**src/rtl/ahb3lite_arbiter.sv**
```systemverilog
`default_nettype none
// ============================================================================
// ahb3lite_arbiter : address/data-phase arbiter for one shared AHB3-Lite bus.
// Optional macro AHB3LITE_ARB_PARK_LAST_EN keeps the last owner parked when idle.
// Revision: 1.0
// ============================================================================
module ahb3lite_arbiter #(
  parameter int MASTERS     = 4,
  parameter int SCHEME      = 1,
  parameter int PARK_MASTER = 0,
  localparam int MW         = (MASTERS > 1) ? $clog2(MASTERS) : 1
) (
  input  logic               HCLK,
  input  logic               HRESET,
  input  logic [MASTERS-1:0] HBUSREQ,
  input  logic [MASTERS-1:0] HLOCK,
  input  logic [1:0]         HTRANS,
  input  logic [2:0]         HBURST,
  input  logic               HREADY,
  output logic [MASTERS-1:0] HGRANT,
  output logic [MW-1:0]      HMASTER,
  output logic [MW-1:0]      HMASTER_DATA,
  output logic               HMASTLOCK
);

  localparam logic [1:0]         c_IDLE       = 2'b00;
  localparam logic [1:0]         c_BUSY       = 2'b01;
  localparam logic [1:0]         c_NONSEQ     = 2'b10;
  localparam logic [2:0]         c_SINGLE     = 3'd0;
  localparam logic [2:0]         c_INCR       = 3'd1;
  localparam logic [MW-1:0]      c_PARK       = MW'(PARK_MASTER);
  localparam logic [MASTERS-1:0] c_PARK_GRANT = MASTERS'(1) << PARK_MASTER;

  logic [MASTERS-1:0] r_grant;
  logic [MW-1:0]      r_master;
  logic [MW-1:0]      r_master_data;
  logic               r_lock;
  logic [4:0]         r_cnt;
  logic [MW-1:0]      r_rr_ptr;

  logic               w_owner_req;
  logic               w_owner_lock;
  logic               w_fixed;
  logic [4:0]         w_burst_last;
  logic [4:0]         w_cnt_next;
  logic               w_lock_next;
  logic               w_arb_ok;
  logic               w_found;
  logic [MW-1:0]      w_idx;
  logic [MW-1:0]      w_winner;
  logic [MW-1:0]      w_rr_next;

  always_comb begin
    w_owner_req  = HBUSREQ[r_master];
    w_owner_lock = HLOCK[r_master];
    w_fixed      = (HBURST != c_SINGLE) && (HBURST != c_INCR);
    case (HBURST)
      3'd2, 3'd3: w_burst_last = 5'd3;
      3'd4, 3'd5: w_burst_last = 5'd7;
      3'd6, 3'd7: w_burst_last = 5'd15;
      default:    w_burst_last = 5'd0;
    endcase
    case (HTRANS)
      c_IDLE:   w_cnt_next = 5'd0;
      c_BUSY:   w_cnt_next = r_cnt;
      c_NONSEQ: w_cnt_next = w_fixed ? w_burst_last : 5'd0;
      default:  w_cnt_next = (r_cnt != 5'd0) ? (r_cnt - 5'd1) : 5'd0;
    endcase
    // A fresh locked NONSEQ always wins over a lock that is ending.
    w_lock_next = ((HTRANS == c_NONSEQ) && w_owner_lock) ||
                  (r_lock && !((HTRANS == c_IDLE) && !w_owner_lock));
    if (HTRANS == c_IDLE) begin
      w_arb_ok = 1'b1;
    end else if (HTRANS == c_BUSY) begin
      w_arb_ok = 1'b0;
    end else if (HBURST == c_SINGLE) begin
      w_arb_ok = 1'b1;
    end else if (HBURST == c_INCR) begin
      w_arb_ok = !w_owner_req;
    end else begin
      w_arb_ok = (w_cnt_next == 5'd0);
    end
    w_arb_ok = w_arb_ok && !w_lock_next;
  end

  always_comb begin
    w_found = 1'b0;
    w_idx   = '0;
`ifdef AHB3LITE_ARB_PARK_LAST_EN
    w_winner = r_master;
`else
    w_winner = c_PARK;
`endif
    for (int i = 0; i < MASTERS; i++) begin
      if (SCHEME == 1) begin
        w_idx = MW'((int'(r_rr_ptr) + i) % MASTERS);
      end else begin
        w_idx = MW'(i);
      end
      if (!w_found && HBUSREQ[w_idx]) begin
        w_found  = 1'b1;
        w_winner = w_idx;
      end
    end
    w_rr_next = MW'((int'(w_winner) + 1) % MASTERS);
  end

  always_ff @(posedge HCLK or posedge HRESET) begin
    if (HRESET) begin
      r_grant       <= c_PARK_GRANT;
      r_master      <= c_PARK;
      r_master_data <= c_PARK;
      r_lock        <= 1'b0;
      r_cnt         <= 5'd0;
      r_rr_ptr      <= c_PARK;
    end else if (HREADY) begin
      r_master_data <= r_master;
      r_cnt         <= w_cnt_next;
      r_lock        <= w_lock_next;
      if (w_arb_ok) begin
        r_master <= w_winner;
        r_grant  <= MASTERS'(1) << w_winner;
        // The pointer only advances on a real win, not when parking.
        if ((SCHEME == 1) && w_found) begin
          r_rr_ptr <= w_rr_next;
        end
      end
    end
  end

  assign HGRANT       = r_grant;
  assign HMASTER      = r_master;
  assign HMASTER_DATA = r_master_data;
  assign HMASTLOCK    = r_lock;

endmodule
`default_nettype wire

```
**config.mk**
```make
export PLATFORM = sky130hd
export DESIGN_NAME = ahb3lite_arbiter
export DESIGN_NICKNAME = d
export VERILOG_FILES = /design/src/rtl/ahb3lite_arbiter.sv
export SDC_FILE = /design/constraint.sdc
export NUM_CORES = 1
export LEC_CHECK = 0
export CAP_MARGIN = 30
export CORE_ASPECT_RATIO = 2
export CORE_MARGIN = 4
export CORE_UTILIZATION = 25
export CTS_BUF_LIST = sky130_fd_sc_hd__clkbuf_4 sky130_fd_sc_hd__clkbuf_8
export CTS_CLUSTER_SIZE = 8
export DETAILED_ROUTE_END_ITERATION = 7
export GPL_TIMING_DRIVEN = 0
export PLACE_DENSITY = 0.54
export SLEW_MARGIN = 25
export SYNTH_ARGS = -nofsm -noshare
export SYNTH_HDL_FRONTEND = slang
export SYNTH_SLANG_ARGS = --single-unit
export TNS_END_PERCENT = 50
```
**constraint.sdc**
```tcl
create_clock -name HCLK -period 2.75 [get_ports HCLK]
set_clock_uncertainty 0.1 [all_clocks]
set_input_delay 0.55 -clock HCLK [delete_from_list [all_inputs] [get_ports HCLK]]
set_output_delay 0.55 -clock HCLK [all_outputs]
set_load 0.02 [all_outputs]
```
==> flow_metrics.py <==
metrics = {
    "setup_path": {
        "path_max_fanout": 5,
        "end_kind": "flip-flop",
        "cp.required_ns": 2.79,
        "arrival_ns": 2.61,
        "startpoint_type": "input pin",
        "crit_type": "in2reg",
    },
    "synth": {
        "synth-compound-area-share": 0.204,
        "synth_cell_type_count": 30,
        "synth_area_per_cell_um2": 10.5,
        "synthesis.area_um2": 1060,
        "synth.net_count": 122,
        "synth_simple_gate_area_frac": 0.137,
        "synth_xor_area_frac": 0,
        "synth-adder-area-share": 0.0590,
        "synth_top_family_by_area": "compound AO/OA/AOI/OAI gates",
        "synth.yosys.seq_area_share": 0.379,
        "synthCells": 101,
        "yosys_register_bits": 16,
        "synth.area.mux_share": 0.179,
        "yosys_warnings": 0,
    },
    "route": {
        "dr.pass1.iters": 2,
        "avgViaCountPerCell": 4.87,
        "route.antenna.remaining_nets": 0,
        "drt-total-wl_um": 2650,
        "avgRoutedWirePerCell_um": 14.6,
        "via_count": 881,
        "drt_iter0_markers": 17,
        "drc_errors": 0,
    },
    "floorplanning": {
        "start_util": 0.260,
        "dieArea_um2": 5410,
        "rows": 33,
        "core_area_um2": 4090,
        "die_y_um": 100,
        "io-pin-count": 25,
        "fp.dieW_um": 54.1,
    },
    "finish": {
        "post-route-util": 0.348,
        "area_growth_pct": 34.0,
        "final_cell_count_no_fill": 181,
        "ff_latch_area_um2": 402,
        "drive_gt1_frac": 0.186,
        "nets": 151,
        "multi_input_area_um2": 614,
        "nFillCells": 415,
        "antenna_cells": 0,
    },
    "global_routing": {
        "grt_max_degree": 17,
        "grt_overflow_total": 0,
        "grt_pass1_wl_um": 4520,
        "grtUsageTotal": 0.112,
        "grt_pass1_vias": 1019,
        "antenna_found_initial": 0,
    },
    "timing": {
        "worst_pin_slew_ns": 0.750,
        "setup_violations": 0,
        "hold_violations": 0,
        "final_max_slew_viol_count": 0,
        "setup_slack_ns": 0.181,
        "fin_crit_sh": 0.934,
        "period_needed_ns": 2.57,
        "rsz0062_at_grt": "no",
        "holdWs_ns": 0.413,
        "slew_headroom": 0.496,
        "fmax_mhz": 389,
    },
    "placed_design": {
        "dp.cells": 177,
        "port_buffers": 24,
        "pre_cts_slack_ns": -0.0555,
        "routabilityCongestion": 0.872,
        "dp_hpwl_um": 2150,
    },
    "clock_network": {
        "post-cts-setup-buffer-count": 0,
        "cts_sinks": 16,
        "htreeDepth": 1,
        "clockBufferDepth": 2,
        "postCtsHoldBufs": 0,
        "path_clk_slew_ns": 0.06,
        "cts_tree": "done",
        "root_buffer": "clkbuf_8",
        "ctsResizeCount": 0,
        "clk_latency_ns": 0.25,
        "cts_buffers": 3,
    },
    "status": {
        "run_status": "complete, no violations",
    },
    "power": {
        "p_per_area_nw_per_um2": 844,
        "finalPower_mw": 1.20,
        "p_leak_nw": 0.601,
        "peakVddDrop_mv": 0.504,
    },
    "worst_hold_path": {
        "hold_class": "reg2reg",
    },
    "job": {
        "max_cap_violations": 0,
    },
}
[final timing paths]
check                                               to                         from  cells after the start  slack [ns]
max                              HGRANT[2]$_DFFE_PP0P_                   HBUSREQ[3]                      7        0.18
min                        HMASTER_DATA[1]$_DFFE_PP0P_  HMASTER_DATA[1]$_DFFE_PP0P_                      1        0.41
max reg2reg                    r_rr_ptr[1]$_DFFE_PP0P_         r_cnt[0]$_DFFE_PP0P_                      8        0.44
min reg2reg                HMASTER_DATA[1]$_DFFE_PP0P_  HMASTER_DATA[1]$_DFFE_PP0P_                      1        0.41
max in group asynchronous         r_cnt[3]$_DFFE_PP0P_                       HRESET                      2        1.56
min in group asynchronous  HMASTER_DATA[1]$_DFFE_PP0P_                       HRESET                      2        0.58
[cell usage after synthesis (all sizes together)]
cell / instances / area (um^2)
dfrtp: 15 / 375
nor3b: 1 / 7.51
nor3: 4 / 30.0
a41oi: 1 / 16.3
nand2b: 3 / 26.3
a41o: 1 / 10.0
mux2i: 4 / 40.0
dfstp: 1 / 26.3
a31oi: 2 / 12.5
nor2: 6 / 32.5
mux4: 1 / 22.5
ha: 5 / 62.6
o311ai: 2 / 42.6
nand2: 6 / 22.5
clkbuf: 1 / 3.75
and3: 2 / 12.5
mux2: 9 / 128
a21oi: 6 / 30.0
o21ai: 14 / 70.1
inv: 11 / 41.3
or2b: 1 / 7.51
a22o: 4 / 35.0
nor4: 1 / 6.26
[metrics by stage]
stage                     instance area (um^2)  setup TNS [ns]
after global routing                      1420               0
final                                     1420               0
after detailed placement                  1370          -0.111
after global placement                    1370         -0.0474
after CTS                                 1420               0
after floorplan                           1060               0
[area by class of cell]
| type | instances | area share |
|---|---|---|
| Clock buffer | 4 | 0.0387 |
| Multi-Input combinational cell | 73 | 0.432 |
| Inverter | 11 | 0.0290 |
| Buffer | 1 | 0.00264 |
| Sequential cell | 16 | 0.283 |
| Timing Repair Buffer | 24 | 0.169 |
| Tap cell | 52 | 0.0458 |
[placed cells by master (no fill, tap or decap), types with 2 or more instances in the layout]
master	instances
mux2_2	2
nand2b_1	2
a31oi_1	2
mux2i_1	4
nor3_2	2
and3_1	2
a22o_1	4
dfrtp_1	15
clkdlybuf4s50_1	24
inv_1	10
ha_1	5
nand2_1	6
mux2_4	7
nor3_1	2
o21ai_0	14
a21oi_1	6
nor2_1	4
clkbuf_8	4
[kinds of logic (layout without fill, tap and decap cells)]
kind of cell / after synthesis / after routing
adders and majority gates: 5 / 5
AOI/OAI and AO/OA: 30 / 30
buffers and inverters: 12 / 40
and+or+nand+nor: 24 / 24
muxes: 14 / 14
DFF: 16 / 16
[critical path, cell delays in order]
cell,delay [ns]
clkdlybuf4s50_1,0.53
inv_1,0.07
and3_1,0.18
nor3_1,0.63
inv_1,0.16
ha_1,0.24
mux2_4,0.25
[per-layer routing]
| layer | wire length [um] | global-route usage | share of wire | up-vias |
|---|---|---|---|---|
| met4 | 85 | 0.0633 | 0.032 | 0 |
| met3 | 126 | 0.0149 | 0.048 | 9 |
| met2 | 1420 | 0.200 | 0.54 | 29 |
| met1 | 1010 | 0.119 | 0.38 | 420 |
| li1 | - | - | - | 423 |
| met5 | 0 | 0 | 0 | - |
[sequential cells by signal, indices dropped and copies added, names as in the netlist]
register      flops
r_cnt             5
HGRANT            4
HMASTER           2
HMASTER_DATA      2
r_rr_ptr          2
HMASTLOCK         1
[where the power goes]
| group | switching (mW) | leakage, nW | total [mW] | internal, mW |
|---|---|---|---|---|
| sequential | 0.0967 | 0.195 | 0.424 | 0.327 |
| combinational | 0.262 | 0.377 | 0.567 | 0.305 |
| clock | 0.0824 | 0.0288 | 0.209 | 0.127 |
| total | 0.441 | 0.601 | 1.20 | 0.759 |
Power figures use the tool's default switching activity.
